==> src/rtl/timer0_irq_unit.sv <==
// timer0_irq_unit: TIFR/TIMSK holder and prioritised interrupt requester for timer 0.
// Define TIMER0_TOV_INT_EN to keep the overflow (TOV0/TOIE0) interrupt path.
module timer0_irq_unit #(
  parameter logic [5:0] TIFR_ADDR  = 6'h38,
  parameter logic [5:0] TIMSK_ADDR = 6'h39,
  parameter logic [7:0] VEC_COMP   = 8'h14,
  parameter logic [7:0] VEC_OVF    = 8'h16
) (
  input  logic       sysClock,
  input  logic       nReset,
  input  logic       TIFR_write_enable,
  input  logic [7:0] TIFR_data,
  input  logic [5:0] io_addr,
  input  logic       io_write,
  input  logic [7:0] io_wdata,
  output logic [7:0] io_rdata,
  input  logic       global_ie,
  output logic       int_request,
  output logic [7:0] int_vector,
  input  logic       int_ack
);
`ifdef TIMER0_TOV_INT_EN
  localparam logic [1:0] IMPL = 2'b11;
`else
  localparam logic [1:0] IMPL = 2'b10;
`endif
  typedef enum logic [1:0] {IDLE, REQUEST, CLEAR} state_t;
  state_t state_q, state_d;
  logic [1:0] tifr_q, tifr_d, timsk_q, timsk_d;
  logic       comp_q, comp_d;
  logic [7:0] vec_q, vec_d;
  logic [1:0] pend, set_m, clr_m;
  logic       eligible, src_pend, ack_fire;
  logic       unused_ok;
  assign unused_ok = &{1'b0, TIFR_data[7:2], io_wdata[7:2]};
  always_ff @(posedge sysClock or negedge nReset) begin
    if (!nReset) begin
      state_q <= IDLE;
      tifr_q  <= 2'b00;
      timsk_q <= 2'b00;
      comp_q  <= 1'b0;
      vec_q   <= 8'h00;
    end else begin
      state_q <= state_d;
      tifr_q  <= tifr_d;
      timsk_q <= timsk_d;
      comp_q  <= comp_d;
      vec_q   <= vec_d;
    end
  end
  // Timer set is OR'ed in after all clears so a coincident event is never lost.
  always_comb begin
    pend     = tifr_q & timsk_q;
    eligible = global_ie & |pend;
    src_pend = comp_q ? pend[1] : pend[0];
    ack_fire = (state_q == REQUEST) & int_ack;
    set_m    = TIFR_write_enable ? TIFR_data[1:0] & IMPL : 2'b00;
    clr_m    = ((io_write && io_addr == TIFR_ADDR) ? io_wdata[1:0] : 2'b00) |
               (ack_fire ? {comp_q, ~comp_q} : 2'b00);
    tifr_d   = ((tifr_q & ~clr_m) | set_m) & IMPL;
    timsk_d  = (io_write && io_addr == TIMSK_ADDR) ? io_wdata[1:0] & IMPL : timsk_q;
    comp_d   = (state_q == IDLE && eligible) ? pend[1] : comp_q;
    vec_d    = (state_q == IDLE && eligible) ? (pend[1] ? VEC_COMP : VEC_OVF) : vec_q;
  end
  always_comb begin
    state_d = state_q == IDLE    ? (eligible ? REQUEST : IDLE) :
              state_q == REQUEST ? (int_ack ? CLEAR : (!src_pend || !global_ie) ? IDLE : REQUEST) :
              IDLE;
  end
  always_comb begin
    int_request = state_q == REQUEST;
    int_vector  = vec_q;
    io_rdata    = io_addr == TIFR_ADDR  ? {6'b0, tifr_q}  :
                  io_addr == TIMSK_ADDR ? {6'b0, timsk_q} : 8'h00;
  end
endmodule

==> config.mk <==
export PLATFORM = sky130hd
export DESIGN_NAME = timer0_irq_unit
export DESIGN_NICKNAME = d
export VERILOG_FILES = /design/src/rtl/timer0_irq_unit.sv
export SDC_FILE = /design/constraint.sdc
export NUM_CORES = 1
export LEC_CHECK = 0
export CAP_MARGIN = 20
export CORE_MARGIN = 2
export CORE_UTILIZATION = 29
export CTS_CLUSTER_SIZE = 12
export DETAILED_ROUTE_END_ITERATION = 8
export GPL_TIMING_DRIVEN = 0
export PLACE_DENSITY = 0.9
export SETUP_SLACK_MARGIN = 0.15
export SLEW_MARGIN = 0
export SYNTH_ARGS = -nofsm -noshare
export SYNTH_HDL_FRONTEND = slang
export SYNTH_SLANG_ARGS = --single-unit
==> constraint.sdc <==
create_clock -name sysClock -period 2.7 [get_ports sysClock]
set_input_delay 0.405 -clock sysClock [delete_from_list [all_inputs] [get_ports sysClock]]
set_output_delay 0.405 -clock sysClock [all_outputs]
set_load 0.02 [all_outputs]
==> run_summary.xml <==
<?xml version="1.0" encoding="UTF-8"?>
<metrics>
  <group name="synth">
    <metric name="synth.lib_cells_used.distinct" unit="">19</metric>
    <metric name="syn_area" unit="sq um">424</metric>
    <metric name="postSynthAreaPerCell" unit="sq um">10.6</metric>
    <metric name="synth_fa_ha_area_frac" unit="">0</metric>
    <metric name="library_cell_occupying_the_most_area_in_the_post_synthesis_netlist" unit="">sky130_fd_sc_hd__dfrtp_1</metric>
    <metric name="syn_inst" unit="">40</metric>
    <metric name="synth_top_family_by_area" unit="">simple AND/OR/NAND/NOR gates</metric>
    <metric name="yosys.area_share.xor_xnor" unit="">0</metric>
    <metric name="synthSimpleGateAreaFrac" unit="">0.251</metric>
    <metric name="ys_seq_elements" unit="">7</metric>
    <metric name="synth_compound_gate_area_share" unit="">0.0354</metric>
    <metric name="synth-seq-area-share" unit="">0.413</metric>
    <metric name="post_synth_arst_share" unit="">1.00</metric>
    <metric name="synth_top_cell_area_share" unit="">0.413</metric>
    <metric name="yosys_most_used_dff" unit="">sky130_fd_sc_hd__dfrtp_1</metric>
    <metric name="synth-warning-count" unit="">0</metric>
    <metric name="synthMuxAreaShare" unit="">0.0619</metric>
    <metric name="synth-edff-count" unit="">0</metric>
    <metric name="yosys-top-cells-area" unit="">sky130_fd_sc_hd__dfrtp_1 (41%), sky130_fd_sc_hd__buf_4 (23%), sky130_fd_sc_hd__nor2b_1 (4.4%)</metric>
  </group>
  <group name="cts">
    <metric name="htreeDepth" unit="">1</metric>
    <metric name="cts.sinks" unit="">7</metric>
    <metric name="clkLatencyLatePin" unit="ns">0.25</metric>
    <metric name="cts_buffers" unit="">3</metric>
    <metric name="clock-root-buffer" unit="">sky130_fd_sc_hd__clkbuf_4</metric>
    <metric name="cts_tree" unit="">yes</metric>
    <metric name="cts-hold-fix-buffers" unit="">0</metric>
    <metric name="post-cts-setup-buffer-count" unit="">0</metric>
    <metric name="clkSlewWorstSetupHoldPaths" unit="ns">0.05</metric>
    <metric name="cts.repair.resized" unit="">0</metric>
    <metric name="cts_buffer_depth" unit="">2</metric>
  </group>
  <group name="grt">
    <metric name="first_global_vias" unit="">348</metric>
    <metric name="antenna_violations_before_repair" unit="">0</metric>
    <metric name="grt-ovfl-total" unit="">0</metric>
    <metric name="global_route.usage.total" unit="">0.108</metric>
    <metric name="largest_net_degree_at_the_start_of_global_routing" unit="">8</metric>
    <metric name="grt_pass1_wl" unit="mm">1.39</metric>
  </group>
  <group name="cells_and_area">
    <metric name="layout.cell_area.non_filler" unit="sq um">691</metric>
    <metric name="diodes" unit="">0</metric>
    <metric name="layout_common_cells" unit="">sky130_fd_sc_hd__clkdlybuf4s50_1 (18), sky130_fd_sc_hd__buf_4 (13), sky130_fd_sc_hd__conb_1 (12)</metric>
    <metric name="final_layout_size_suffix_gt1_frac" unit="">0.329</metric>
    <metric name="finalCoreUtilization" unit="">0.518</metric>
    <metric name="nNetsFinal" unit="">102</metric>
    <metric name="flow.area_growth_from_synthesis" unit="%">62.8</metric>
    <metric name="num-fill-cells" unit="">137</metric>
    <metric name="multiInputGateArea" unit="sq um">193</metric>
    <metric name="register_area" unit="sq um">175</metric>
    <metric name="final_common_cell" unit="">sky130_fd_sc_hd__clkdlybuf4s50_1</metric>
  </group>
  <group name="die">
    <metric name="placement_rows" unit="">13</metric>
    <metric name="initial_utilization" unit="">0.318</metric>
    <metric name="die_area" unit="sq um">1780</metric>
    <metric name="io-pin-count" unit="">45</metric>
    <metric name="die_y" unit="microns">42.2</metric>
    <metric name="core-area" unit="sq um">1330</metric>
    <metric name="die_w" unit="microns">42.2</metric>
  </group>
  <group name="timing">
    <metric name="hold_slack_final" unit="ns">0.408</metric>
    <metric name="finalHoldViolCount" unit="">0</metric>
    <metric name="achievable-frequency" unit="MHz">415</metric>
    <metric name="finalMaxSlewViolations" unit="">0</metric>
    <metric name="total_negative_slack" unit="ns">0</metric>
    <metric name="finalClockSkew" unit="ns">0.00278</metric>
    <metric name="finalSetupViolCount" unit="">0</metric>
    <metric name="timing.final.crit_share" unit="">0.892</metric>
    <metric name="rsz0062_at_grt" unit="">false</metric>
    <metric name="final.min_clock_period" unit="ns">2.41</metric>
  </group>
  <group name="route">
    <metric name="first_pass_iters" unit="">1</metric>
    <metric name="ant_nets" unit="">0</metric>
    <metric name="detail_route.iter0.violations" unit="">0</metric>
    <metric name="route.vias.total" unit="">341</metric>
    <metric name="vias_per_cell" unit="">3.88</metric>
    <metric name="finalWirelength" unit="microns">782</metric>
    <metric name="post-route-drc-count" unit="">0</metric>
    <metric name="avgRoutedWirePerCell" unit="microns">8.89</metric>
  </group>
  <group name="status">
    <metric name="status" unit="">complete, no violations</metric>
  </group>
  <group name="placed_design">
    <metric name="detailed_place_hpwl" unit="microns">685</metric>
    <metric name="gp_routability_congestion" unit="">0.730</metric>
    <metric name="buffer_ports.inserted" unit="">18</metric>
    <metric name="placement.cell_area" unit="sq um">664</metric>
  </group>
  <group name="critical_path">
    <metric name="rrSetupSlack" unit="ns">1.66</metric>
    <metric name="critPathCaptureType" unit="">output pin</metric>
    <metric name="critical_path.cell_chain" unit="">clkdlybuf4s50_1, mux2_2, and3_2, clkdlybuf4s50_1</metric>
    <metric name="cp-start-kind" unit="">input port</metric>
    <metric name="path_max_fanout" unit="">3</metric>
    <metric name="rr_worst_depth" unit="">3</metric>
    <metric name="r2r-end" unit="">tifr_q[1]$_DFF_PN0_</metric>
    <metric name="timing.critical_path.slowest_cell_delay" unit="ns">0.53</metric>
    <metric name="rr_startpoint" unit="">state_q[1]$_DFF_PN0_</metric>
    <metric name="worst_path_most_repeated_cell" unit="">sky130_fd_sc_hd__clkdlybuf4s50_1</metric>
    <metric name="timing_worst_setup_path_type" unit="">in -&gt; out</metric>
    <metric name="data_arrival_time_at_the_worst_slack_endpoint" unit="ns">2.00</metric>
    <metric name="worst_path_cell_with_the_longest_stage_delay" unit="">sky130_fd_sc_hd__clkdlybuf4s50_1</metric>
    <metric name="required" unit="ns">2.30</metric>
  </group>
  <group name="power_and_ir_drop">
    <metric name="ir_drop" unit="V">0.000199</metric>
    <metric name="power_leakage" unit="nW">0.346</metric>
    <metric name="power.density" unit="nW/um^2">501</metric>
  </group>
  <group name="run">
    <metric name="max_cap_viol_count" unit="">0</metric>
  </group>
  <group name="hold_path">
    <metric name="worst_hold_path_type" unit="">in -&gt; async</metric>
  </group>
</metrics>
worst max-delay path by stage:
stage / startpoint / endpoint / slack (ns) / cells past startpoint
final: io_addr[0] / io_rdata[1] / 0.29 / 4
after global routing: io_addr[0] / io_rdata[1] / 0.25 / 4
after CTS: io_addr[0] / io_rdata[1] / 0.29 / 4
after detailed placement: io_addr[0] / io_rdata[1] / 0.30 / 4
after global placement: io_addr[0] / io_rdata[1] / 0.30 / 4
after floorplan: io_addr[0] / io_rdata[1] / 1.34 / 2
power by group:
group | internal (W) | total (W) | switching (W)
sequential | 0.000121 | 0.000133 | 0.0000125
combinational | 0.0000686 | 0.000117 | 0.0000488
clock | 0.0000564 | 0.0000958 | 0.0000393
cells in the mapped netlist, types with 2 or more instances:
library cell / count
sky130_fd_sc_hd__dfrtp_1: 7
sky130_fd_sc_hd__buf_4: 13
sky130_fd_sc_hd__nor2b_1: 3
sky130_fd_sc_hd__or2_2: 2
stage by stage:
stage / power [W] / instances / setup WS, ns
CTS: 0.000350 / 88 / 0.287
floorplan: 0.000203 / 51 / 1.34
finish: 0.000346 / 88 / 0.292
global route: 0.000369 / 88 / 0.253
global placement: 0.000250 / 84 / 0.298
detailed placement: 0.000253 / 84 / 0.295
state kept, by name, indices dropped and copies added (netlist names):
name and cells:
timsk_q 1, state_q 2, int_vector 2, comp_q 1, tifr_q 1
cell families (layout without fill, tap and decap cells):
kind of cell,Yosys count,in the layout
buf+inv,13,35
mux,2,2
flops,7,7
simple gates,15,15
compound gates,2,2
other cells,1,12
area by class of cell:
class / count / share of cell area
buffer: 13 / 0.141
clock buffer: 4 / 0.0380
multi-input combinational: 31 / 0.279
sequential: 7 / 0.254
tap: 15 / 0.0272
timing repair buffer: 18 / 0.261
metal layers:
layer	vias to the layer above	track usage	routed length, microns
li1	174	-	-
met1	141	0.111	295
met2	23	0.175	365
met3	3	0.0474	97
met4	0	0.0750	24
met5	-	0	0
critical path: cells and delay by family:
kind / cells / cell delay, ns
muxes: 1 / 0.34
and+or+nand+nor: 1 / 0.20
buffers and inverters: 2 / 1.05
Note: power is estimated with default switching activity, not from simulation.
==> RTL change: new RTL, same settings <==
Make the reset (`nReset`) synchronous in one clocked block.
--- a/src/rtl/timer0_irq_unit.sv
+++ b/src/rtl/timer0_irq_unit.sv
@@ -35,3 +35,3 @@
   assign unused_ok = &{1'b0, TIFR_data[7:2], io_wdata[7:2]};
-  always_ff @(posedge sysClock or negedge nReset) begin
+  always_ff @(posedge sysClock) begin
     if (!nReset) begin
Check against the original RTL: differs if nReset is asserted again (counterexample within 4 cycles, from zero or initial values and one cycle with nReset low); with nReset held inactive, the same outputs for 10 cycles.
==> RTL change against the original RTL <==
  * Sequential cell count did not move
  * Core utilization shrank 1.1 points
  * Sequential share of layout area fell by 4.1 points
  * Area after synthesis shrank 5.0%
  * Critical path depth did not move
  * Synthesized cell count up 13%
  * Register-to-register slack worse by 0.06 ns
  * Count of clock-buffer cells in the layout did not move
  * Critical path type unchanged
  * Final area decreased by 4.5%
  * Fmax rose by 4.4%
  * Worst setup slack improved by 0.10 ns
  * Wire length up 10%
Power is not compared: it rests on default switching activity, and its combinational part moved more than twofold at a synthesized area within 25%.
==> RTL change: results <==
[drt]
vias = 379
drt-initial-drc-count = 2
dr.pass1.iters = 4
wl_per_cell_um = 9.37
drc_errors = 0

[setup_path]
cp_top_family = buffers and inverters
arrival_ns = 1.90
crit_slowest_cell = clkdlybuf4s50_1
critPathMaxFanout = 3
slowest_delay_ns = 0.65

[place]
io_buffers = 17
gp_congestion = 0.639
pre_cts_ws_ns = 0.399

[grt]
grt_usage_pct = 10.8
antenna_found_initial = 0
grt_pass1_wl_um = 1120
grt_max_degree = 9
first_global_vias = 336

[synthesis]
synth-warning-count = 0
synth_cell_type_count = 20
synth.top_cells.by_area = dfxtp_1 (35%), buf_4 (24%), mux2i_1 (5.0%)
synth.top_cell.area_share_pct = 34.8
synth_commonest_cells = buf_4 (13), dfxtp_1 (7), nand2_1 (4)
ys_seq_area_share_pct = 34.8
async_flop_share_pct = 0
synthFlopType = dfxtp_1

[worst_hold_path]
hold_class = reg2reg

[run_status]
status = completed

[clock_tree]
cts_hold_buf = 0
clock_path_buffers = 2
path_clk_slew_ns = 0.05
cts_setup_buffers = 0
cts_made_buffers = 3
htreeDepth = 1
cts_root_buf = clkbuf_4
insertion_delay_ns = 0.25

[pwr]
power_leakage_nw = 0.290
vdd_ir_drop_max_mv = 0.235

[timing]
finClkSkew_ns = 0.00458

[finish]
fin_nets = 106
diodes = 0
drive_gt1_share_pct = 22.1

[floorplan]
start_util_pct = 31.0
## RTL change: cell families after synthesis
logic type | synth area share [%]
and+or+nand+nor | 24.5
buffers and inverters | 25.2
DFF | 34.8
AOI/OAI and AO/OA | 9.63
muxes | 4.97
other | 0.931
## RTL change: metal layers
| metal | vias to the layer above | GRT usage (%) | routed length, um |
|---|---|---|---|
| li1 | 195 | - | - |
| met1 | 161 | 9.68 | 301 |
| met5 | - | 0 | 0 |
| met3 | 0 | 2.17 | 92 |
| met4 | 0 | 9.68 | 0 |
| met2 | 23 | 19.9 | 468 |
## RTL change: cell type report
type                            count  area (sq um)
Buffer                             14           101
Clock buffer                        4          26.3
Timing Repair Buffer               17           170
Multi-Input combinational cell     35           203
Fill cell                         141           642
Sequential cell                     7           140
Tap cell                           15          18.8
## RTL change: worst paths after layout
path	end	slack, ns	cells past startpoint	from
setup / recovery	io_rdata[1]	0.39	4	io_addr[0]
hold / removal	int_vector[1]	0.46	2	int_vector[1]
setup reg to reg	int_vector[1]	1.60	3	state_q[1]
hold reg to reg	int_vector[1]	0.46	2	int_vector[1]
## RTL change: report_power, final
part | internal (mW) | switching, mW
Clock | 0.0564 | 0.0389
Sequential | 0.105 | 0.000847
Combinational | 0.0313 | 0.0249
## RTL change: worst register-to-register path, delay by kind of cell (launching register included)
| kind | cells | cell delay, ns |
|---|---|---|
| and+or+nand+nor | 3 | 0.67 |
| DFF | 1 | 0.31 |
## RTL change: through the flow
| stage | area, sq um | hold WS (ns) | instances |
|---|---|---|---|
| 2_1_floorplan | 444 | 0.426 | 56 |
| 3_3_place_gp | 633 | 0.418 | 88 |
| 3_5_place_dp | 633 | 0.456 | 88 |
| 4_1_cts | 659 | 0.463 | 92 |
| 5_1_grt | 659 | 0.481 | 92 |
| 6_report | 659 | 0.465 | 92 |
